`config.mk`:
```
export PLATFORM = sky130hd
export DESIGN_NAME = hqc_msg_serializer
export DESIGN_NICKNAME = d
export VERILOG_FILES = /design/src/rtl/hqc_msg_serializer.sv
export SDC_FILE = /design/constraint.sdc
export NUM_CORES = 1
export LEC_CHECK = 0
export BUFFER_PORTS_ARGS = -buffer_cell sky130_fd_sc_hd__buf_2
export CORE_ASPECT_RATIO = 0.9
export CORE_MARGIN = 2
export CORE_UTILIZATION = 50
export DETAILED_ROUTE_END_ITERATION = 10
export PLACE_DENSITY = 0.76
export SLEW_MARGIN = 40
export SYNTH_ARGS = -nofsm -noshare
export SYNTH_HDL_FRONTEND = slang
export SYNTH_SLANG_ARGS = --single-unit
```
`constraint.sdc`:
```
create_clock -name clk_i -period 2.6 [get_ports clk_i]
set_input_delay 0.39 -clock clk_i [delete_from_list [all_inputs] [get_ports clk_i]]
set_output_delay 0.39 -clock clk_i [all_outputs]
set_load 0.005 [all_outputs]
```
`src/rtl/hqc_msg_serializer.sv`:
```
// hqc_msg_serializer
//   Takes a decoded HQC message (PARAM_K bytes, delivered in parallel on a
//   one-cycle msg_valid_i pulse) and streams it out as NBEATS beats of DOUT_W
//   bits with a valid/ready handshake. The data is sent LSB byte first. The
//   final beat is zero-filled above the message and carries a partial keep mask.
//
// Ports
//   clk_i        clock, rising edge
//   rst_ni       asynchronous reset, active-low
//   msg_i        decoded message m' (DIN_W bits)
//   msg_valid_i  one-cycle pulse, msg_i valid
//   clear_i      synchronous clear of overrun_o
//   m_data_o     stream beat data
//   m_keep_o     byte-valid mask for the current beat
//   m_last_o     final beat of the message
//   m_valid_o    beat valid
//   m_ready_i    consumer ready
//   busy_o       a message is held or being sent
//   done_o       one-cycle pulse after the last beat has been accepted
//   overrun_o    sticky: a message arrived while busy and was dropped
module hqc_msg_serializer #(
  parameter int PARAM_SECURITY = 128,
  parameter int PARAM_K        = (PARAM_SECURITY == 256) ? 32 :
                                 (PARAM_SECURITY == 192) ? 24 : 16,
  parameter int DIN_W          = 8 * PARAM_K,
  parameter int DOUT_W         = 64
) (
  input  logic                clk_i,
  input  logic                rst_ni,
  input  logic [DIN_W-1:0]    msg_i,
  input  logic                msg_valid_i,
  input  logic                clear_i,
  output logic [DOUT_W-1:0]   m_data_o,
  output logic [DOUT_W/8-1:0] m_keep_o,
  output logic                m_last_o,
  output logic                m_valid_o,
  input  logic                m_ready_i,
  output logic                busy_o,
  output logic                done_o,
  output logic                overrun_o
);

  localparam int NBEATS     = (DIN_W + DOUT_W - 1) / DOUT_W;
  localparam int LAST_BYTES = PARAM_K - (NBEATS - 1) * DOUT_W / 8;
  localparam int KEEP_W     = DOUT_W / 8;
  localparam int CNT_W      = (NBEATS > 1) ? $clog2(NBEATS) : 1;
  localparam int PAD_W      = NBEATS * DOUT_W;

  localparam logic [CNT_W-1:0]  LAST_BEAT = CNT_W'(NBEATS - 1);
  localparam logic [KEEP_W-1:0] FULL_KEEP = '1;
  localparam logic [KEEP_W-1:0] LAST_KEEP = FULL_KEEP >> (KEEP_W - LAST_BYTES);

  typedef enum logic {
    IDLE = 1'b0,
    SEND = 1'b1
  } state_e;

  state_e             state_q, state_d;
  logic [CNT_W-1:0]   cnt_q, cnt_d;
  logic [DIN_W-1:0]   cap_q, cap_d;
  logic               done_q, done_d;
  logic               ovr_q, ovr_d;

  logic               send;
  logic               is_last;
  logic               hs;
  logic [PAD_W-1:0]   cap_pad;
  logic [DOUT_W-1:0]  beat_data;

  assign send    = (state_q == SEND);
  assign is_last = (cnt_q == LAST_BEAT);
  assign hs      = send && m_ready_i;

  // Zero-extend the capture register to a whole number of beats so the last
  // beat reads zeros above the message.
  always_comb begin
    cap_pad              = '0;
    cap_pad[DIN_W-1:0]   = cap_q;
  end

  assign beat_data = DOUT_W'(cap_pad >> (cnt_q * DOUT_W));

  // Stream outputs depend only on registered state, never on m_ready_i, so
  // they hold naturally while the consumer stalls.
  assign m_valid_o = send;
  assign busy_o    = send;
  assign m_data_o  = send ? beat_data : '0;
  assign m_keep_o  = send ? (is_last ? LAST_KEEP : FULL_KEEP) : '0;
  assign m_last_o  = send && is_last;
  assign done_o    = done_q;
  assign overrun_o = ovr_q;

  always_comb begin
    state_d = state_q;
    cnt_d   = cnt_q;
    cap_d   = cap_q;
    done_d  = 1'b0;
    ovr_d   = ovr_q;

    if (clear_i) begin
      ovr_d = 1'b0;
    end

    unique case (state_q)
      IDLE: begin
        if (msg_valid_i) begin
          cap_d   = msg_i;
          cnt_d   = '0;
          state_d = SEND;
        end
      end
      SEND: begin
        if (hs && is_last) begin
          done_d = 1'b1;
          cnt_d  = '0;
          // A message arriving exactly as the last beat leaves is taken
          // straight away, giving back-to-back messages without a gap.
          if (msg_valid_i) begin
            cap_d   = msg_i;
            state_d = SEND;
          end else begin
            state_d = IDLE;
          end
        end else begin
          if (hs) begin
            cnt_d = cnt_q + 1'b1;
          end
          // Dropped message; set takes priority over a coincident clear.
          if (msg_valid_i) begin
            ovr_d = 1'b1;
          end
        end
      end
      default: state_d = IDLE;
    endcase
  end

  always_ff @(posedge clk_i or negedge rst_ni) begin
    if (!rst_ni) begin
      state_q <= IDLE;
      cnt_q   <= '0;
      cap_q   <= '0;
      done_q  <= 1'b0;
      ovr_q   <= 1'b0;
    end else begin
      state_q <= state_d;
      cnt_q   <= cnt_d;
      cap_q   <= cap_d;
      done_q  <= done_d;
      ovr_q   <= ovr_d;
    end
  end

endmodule

```
# --- After elaboration in Yosys (flattened, before gate mapping) ---
# Cells that the tools add are included.
word_totals:
  regBits: 132
  inputBits: 133
  out_inout_bits: 77
  word_cells: 33
classes:
  n_addsub: 1
  n_eq_ne: 3
  shifts: 1
  mux: 18
  bitwise_logic: 1
  n_reduce_logical: 4
op_table:
  columns: ["cell", "n"]
  rows:
  - ["$mux 128", 2]
  - ["$pmux 128 s2", 1]
  - ["$shr 128x7->64", 1]
  - ["$mux 64", 1]
  - ["$mux 1", 11]
  - ["$mux 8", 1]
  - ["$pmux 1 s2", 2]
  - ["$logic_and 1x1->1", 3]
  - ["$ne 3x1->1 const B", 1]
  - ["$ne 2x1->1 const B", 1]
  - ["$ne 2x2->1 const B", 1]
  - ["$reduce_and 2->1", 1]
  - ["$add 1x1->1 const B", 1]
  - ["$not 1->1", 1]

# --- Logic depth before layout (Yosys ltp) ---
# Gate-level depths: netlist (run 1).
depth:
  depth_word: 4
  depth_mapped: 5
  mapped_depth_nobuf: 2

# --- Least setup slack after synthesis (run 1) ---
# No wires, ideal clock.
synth_timing:
  path_type: "reg-to-output"
  from: "reg state_q, in the netlist busy_o"
  to: "out m_data_o[22]"
  arrival_ns: 1.191
  t_required_ns: 2.210
  path_slack_ns: 1.019
  stages_incl_launch_ff: 4
  n_path_buf: 2
  cell_sequence: "dfrtp_1 > clkbuf_1 > clkbuf_1 > nor2b_1"
synth_via:
  elab_chain_len: 1
synth_lines:
  columns: ["item", "line", "rtl"]
  rows:
  - ["start, declared", "58", "state_e state_q, state_d;"]
  - ["start signal, assigned", "146", "state_q <= state_d;"]
  - ["$mux 64", "87", "assign m_data_o = send ? beat_data : '0;"]
  - ["end, declared", "33", "output logic [DOUT_W-1:0] m_data_o,"]
# No other way between the ends.

# --- Worst setup path in the final report (run 1) ---
layout_timing:
  from: "reg cnt_q"
  to: "out m_data_o[51]"
layout_via:
  elab_chain_len: 2
layout_lines:
  columns: ["item", "line", "rtl"]
  rows:
  - ["start, declared", "59", "logic [CNT_W-1:0] cnt_q, cnt_d;"]
  - ["start signal, assigned", "147", "cnt_q <= cnt_d;"]
  - ["$shr 128x7->64", "81", "assign beat_data = DOUT_W'(cap_pad >> (cnt_q * DOUT_W));"]
  - ["$mux 64", "87", null]
# No other way between the ends.

==> results of run 1 <==
==> metal layers <==
metal  GRT usage, %  wire (um)
met1           29.7       8190
met2           34.3       8520
met3           4.88        906
met4           5.15        172
met5              0          0
==> area by class of cell <==
class	count	area [um2]	share of cell area (%)
tap	202	253	2.63
sequential	132	3310	34.5
timing repair buffer	227	1320	13.7
multi-input combinational	394	3640	37.9
inverter	129	484	5.04
clock buffer	27	533	5.55
clock inverter	3	65.1	0.678
==> stage by stage <==
| step | setup WS (ns) | instance area (um2) | util [%] |
|---|---|---|---|
| floorplan | 1.02 | 7940 | - |
| global placement | 0.709 | 8990 | 58.0 |
| detailed placement | 0.676 | 8990 | 58.0 |
| CTS | 0.229 | 9600 | 62.0 |
| global route | 0.140 | 9600 | 62.0 |
| finish | 0.258 | 9600 | 62.0 |
==> logic make-up (layout without fill, tap and decap cells) <==
| logic type | after synthesis | after routing | synth area share (%) |
|---|---|---|---|
| buffers and inverters | 210 | 386 | 12.8 |
| AO/OA/AOI/OAI | 131 | 131 | 25.8 |
| multiplexers | 64 | 64 | 8.07 |
| flip-flops | 132 | 132 | 41.6 |
| AND/OR/NAND/NOR | 198 | 198 | 11.6 |
| XOR/XNOR | 1 | 1 | 0.110 |
==> worst min path at each step <==
stage / cells past startpoint / slack (ns) / from / end
after global routing: 3 / 0.22 / msg_i[112] / cap_pad[112]$_DFFE_PN0P_
after detailed placement: 1 / 0.37 / rst_ni / cap_pad[7]$_DFFE_PN0P_
after CTS: 3 / 0.22 / msg_i[112] / cap_pad[112]$_DFFE_PN0P_
after floorplan: 0 / 0.09 / rst_ni / busy_o$_DFF_PN0_
after global placement: 1 / 0.37 / rst_ni / cap_pad[71]$_DFFE_PN0P_
final: 3 / 0.24 / msg_i[105] / cap_pad[105]$_DFFE_PN0P_
==> critical path, delay by kind of cell, from the launching register on <==
family	cells	cell delay, ns
mux	1	0.22
flops	1	0.79
simple gates	1	0.06
buf+inv	2	0.45
==> power by group through the flow <==
stage	combinational, mW	sequential [mW]	clock [mW]
2_1_floorplan	4.11	3.49	0
3_3_place_gp	5.11	3.79	0
3_5_place_dp	5.18	3.83	0
4_1_cts	5.22	3.80	2.44
5_1_grt	5.69	3.94	2.53
6_report	5.17	3.79	2.41
==> state kept, by name, indices dropped and copies added, names as in the netlist <==
signal / count
cnt_q: 1
cap_pad: 128
busy_o: 1
done_o: 1
overrun_o: 1
==> synthesized netlist by cell type <==
cell type / n
a21boi_2: 1
a21o_1: 1
a22o_1: 1
and2_1: 1
and3_1: 1
and3_4: 1
buf_2: 23
buf_4: 23
buf_6: 14
clkbuf_1: 20
clkbuf_4: 1
dfrtp_1: 132
inv_1: 129
mux2i_1: 64
nand2_1: 128
nor2b_1: 65
nor3b_1: 1
o32ai_1: 8
o32ai_2: 120
or2_1: 1
xor2_1: 1
==> timing repair <==
| item | CTS | global route |
|---|---|---|
| endpoints found under the hold margin | 50 | 0 |
| endpoints found under the setup margin | 0 | 0 |
| hold buffers | 1 | 0 |
==> flow_summary.ini, run 1 <==
[synthesis]
avgSynthCellArea_um2 = 10.8
ys_seq_area_share_pct = 41.6
synth_cells = 736
synth_area_leader_cell = dfrtp_1
ys_ff_latch = 132
ys_types = 21
ys_warn_count = 0
synth_top_cell_area_share_pct = 41.6
synthTopCellsByArea = dfrtp_1, o32ai_2, mux2i_1
syn-cell-area_mm2 = 0.00794
syn-num-nets = 869

[worst_setup_path]
path_max_fanout = 29
worstSetupStartpoint = cnt_q$_DFFE_PN0P_
endpoint_kind = primary output
path_class = register to primary output
required_ns = 2.21
worstPathCellList = buf_4 -> mux2i_1 -> nor2b_1 -> buf_2
reg2reg_from = cnt_q$_DFFE_PN0P_
crit_arrival_ns = 1.95
slowest_stage = dfrtp_4
endpoint = m_data_o[51]
regToRegEndpoint = cap_pad[114]$_DFFE_PN0P_
worstSetupStartpointType = register
regToRegSetupSlack_ns = 0.70
r2r_cells = 3
cp_slowest_stage_delay_ns = 0.79

[sta]
finalCriticalPeriod_ns = 2.34
hold_viol_final = 0
worst_slew_margin_rel_pct = 62.1
slew_violations = 0
fin_tns_setup_ns = 0
max_freq_ghz = 0.427
setup-violations-final = 0
holdWs_ns = 0.235
max_slew.worst_pin.slew_ns = 0.569
skew_ns = 0.00439
final.period_utilization_pct = 90.1
rsz0062_at_grt = no

[detailed_routing]
drt_iter0_markers = 286
post_drt_wl_per_cell_um = 16.0
drc_errors = 0
routed-via-count = 5751
ant_nets = 0
wirelength_um = 17800
vias_per_cell = 5.16
dr.pass1.iters = 4

[power_and_ir_drop]
p_leak_nw = 4.70
ir_worst_vdd_v = 0.000517
p_clk_share_pct = 21.2
power.share.switching_pct = 34.2
seqPwrFrac_pct = 33.4
switchingPower_mw = 3.89
p_comb_share_pct = 45.5
powerDensity_mw_per_mm2 = 1180
p_int_mw = 7.48
p_total_mw = 11.4

[global_route]
gr-total-overflow = 0
grt_pass1_vias = 5553
grt_antenna_before_repair = 0
grt_pass1_wl_um = 28200
grt_util_all_layers_pct = 21.4
grt_max_degree = 70

[floorplan]
initial_core_util_pct = 51.2
dieArea_mm2 = 0.0169
io_pins = 210
fp-row-count = 43
die_h_um = 124
fp.dieW_um = 137
core-area_mm2 = 0.0155

[place]
hpwl_um = 11400
io_buffers = 209
place.gp.congestion = 0.780
dp.cells = 1083

[worst_hold_path]
hp-class = input pin to register

[clocking]
clockBufferDepth = 2
cts_resized = 0
ctsRootBufferMaster = clkbuf_16
worstSkewPairLatency_ns = 0.41
numClockSinks = 132
path_clk_slew_ns = 0.05
numCtsBuffers = 17
h-tree-depth = 4
post-cts-setup-buffers = 0
cts_tree = yes

[layout]
final_common_cell = buf_2
fillers = 1299
final_layout_size_suffix_gt1_share_pct = 41.4
area_growth_pct = 20.9
diodes = 0
fin_cells = 1114
layout_common_cells = buf_2, dfrtp_1, inv_1
finish.net_count = 1034

[run]
drv_cap = 0

[run_status]
status = complete, no violations
No activity file was read; power rests on OpenSTA's default activity.
==> inputs of run 2 (changes only) <==
CORE_UTILIZATION = 39   (was 50)
PLACE_DENSITY = default   (was 0.76)
clock period = 2.85 ns   (was 2.6 ns; I/O delays follow)
==> run 2 against run 1 <==
  * Clock skew up 0.0049 ns
  * Cell area rose by 0.66%
  * Register-to-register slack improved by 0.17 ns
  * Combinational power decreased by 7.4%
  * Sequential power decreased by 9.8%
  * Utilization is 14 points lower
  * Largest cell class unchanged
==> flow_summary.ini, run 2 (synthesized netlist as in run 1, its figures left out) <==
[place]
dp.cells = 1139
hpwl_um = 12000
place.gp.congestion = 0.715
io_buffers = 209
dpl_cell_area_mm2 = 0.00907

[floorplan]
dieArea_mm2 = 0.0215
initial_core_util_pct = 39.7
io_pins = 210
die_h_um = 139
core-area_mm2 = 0.0200
fp-row-count = 49
fp.dieW_um = 154

[global_route]
grt_use_met1_pct = 24.4
grt_pass1_vias = 5805
grt_use_met3_pct = 4.58
grt_max_degree = 83
grt_pass1_wl_um = 30600
gr-usage-met2_pct = 28.1
grt_util_all_layers_pct = 17.8
top_usage_layer = met2
grt_antenna_before_repair = 0
gr-total-overflow = 0

[clocking]
cts_resized = 0
path_clk_slew_ns = 0.06
post-cts-setup-buffers = 0
cts_tree = yes
hold_buffers = 0
h-tree-depth = 4
numClockSinks = 132
worstSkewPairLatency_ns = 0.41
numCtsBuffers = 17
clockBufferDepth = 2
ctsRootBufferMaster = clkbuf_16

[detailed_routing]
drt_iter0_markers = 233
ant_nets = 0
drc_errors = 0
wirelength_um = 19100
dr.pass1.iters = 4
vias_per_cell = 4.89
routed-via-count = 5716
post_drt_wl_per_cell_um = 16.3

[worst_setup_path]
worstSetupStartpointType = register
crit_arrival_ns = 2.09
endpoint_kind = primary output
required_ns = 2.42
path_class = register to primary output
path_max_fanout = 30

[layout]
fillers = 1915
fin_cells = 1170
area_growth_pct = 21.7
diodes = 0
layout_common_cells = buf_2, dfrtp_1, inv_1
final_common_cell = buf_2
final_layout_size_suffix_gt1_share_pct = 41.7
postLayoutCoreUtil_pct = 48.3
stdcell_area_mm2 = 0.00966
finish.net_count = 1036
largest_reg_flops = 128

[sta]
max_slew.worst_pin.slew_ns = 0.707
max_freq_ghz = 0.398
skew_ns = 0.00927
final.period_utilization_pct = 88.2
finalCriticalPeriod_ns = 2.51
rsz0062_at_grt = no
worst_slew_margin_rel_pct = 52.8
slew_violations = 0
setup-violations-final = 0
fin_tns_setup_ns = 0
hold_viol_final = 0

[power_and_ir_drop]
powerDensity_mw_per_mm2 = 1080
p_total_mw = 10.4
ir_worst_vdd_v = 0.000456
p_leak_nw = 4.70

[run]
drv_cap = 0

[run_status]
status = complete, no violations

[worst_hold_path]
hp-class = input pin to async pin
[run 2: cell count changes in the layout (fill, tap and decap cells not counted)]
cell           delta
buf_6             -1
buf_12            -1
clkbuf_8          -4
dlygate4sd3_1     -1
clkinvlp_4        +2
clkinv_4          +1
buf_4             +4
bufinv_16         +1
clkinv_2          +2
[run 2: final timing paths]
path / startpoint / cells past startpoint / endpoint / slack, ns
max: cnt_q$_DFFE_PN0P_ / 4 / m_data_o[25] / 0.34
min: rst_ni / 1 / cap_pad[70]$_DFFE_PN0P_ / 0.05
max reg2reg: busy_o$_DFF_PN0_ / 3 / cap_pad[105]$_DFFE_PN0P_ / 0.87
min reg2reg: overrun_o$_DFF_PN0_ / 1 / overrun_o$_DFF_PN0_ / 0.52
max in group asynchronous: rst_ni / 2 / cap_pad[13]$_DFFE_PN0P_ / 2.13
min in group clk_i: msg_i[105] / 3 / cap_pad[105]$_DFFE_PN0P_ / 0.28
[run 2: final cells by class]
type	count	area (um2)	share of cell area [%]
clock buffer	22	464	4.80
sequential	132	3310	34.2
multi-input combinational	394	3640	37.7
timing repair buffer	229	1320	13.7
tap	255	319	3.30
clock inverter	9	129	1.33
inverter	129	484	5.01
[run 2: per-layer routing]
metal | up-vias | routed length, um
met5 | - | 0
met4 | 0 | 204
met3 | 16 | 1100
met2 | 160 | 8770
met1 | 2726 | 8980
li1 | 2814 | -
[run 2: per-stage QoR]
stage          hold WS (ns)  worst slack [ns]
6_report             0.0456             0.336
5_1_grt               0.105             0.256
4_1_cts               0.109             0.331
3_5_place_dp          0.512             0.777
3_3_place_gp          0.501             0.754
2_1_floorplan         0.132              1.23
[run 2: worst max-delay path: stages (launching register included)]
cell and delay [ns]:
dfrtp_4 0.80, buf_4 0.33, mux2i_1 0.34, nor2b_1 0.07, buf_2 0.13
[run 2: power breakdown]
group / switching [mW] / internal, mW
Clock: 0.818 / 1.42
Sequential: 0.615 / 2.81
Combinational: 2.19 / 2.60
Total: 3.62 / 6.82
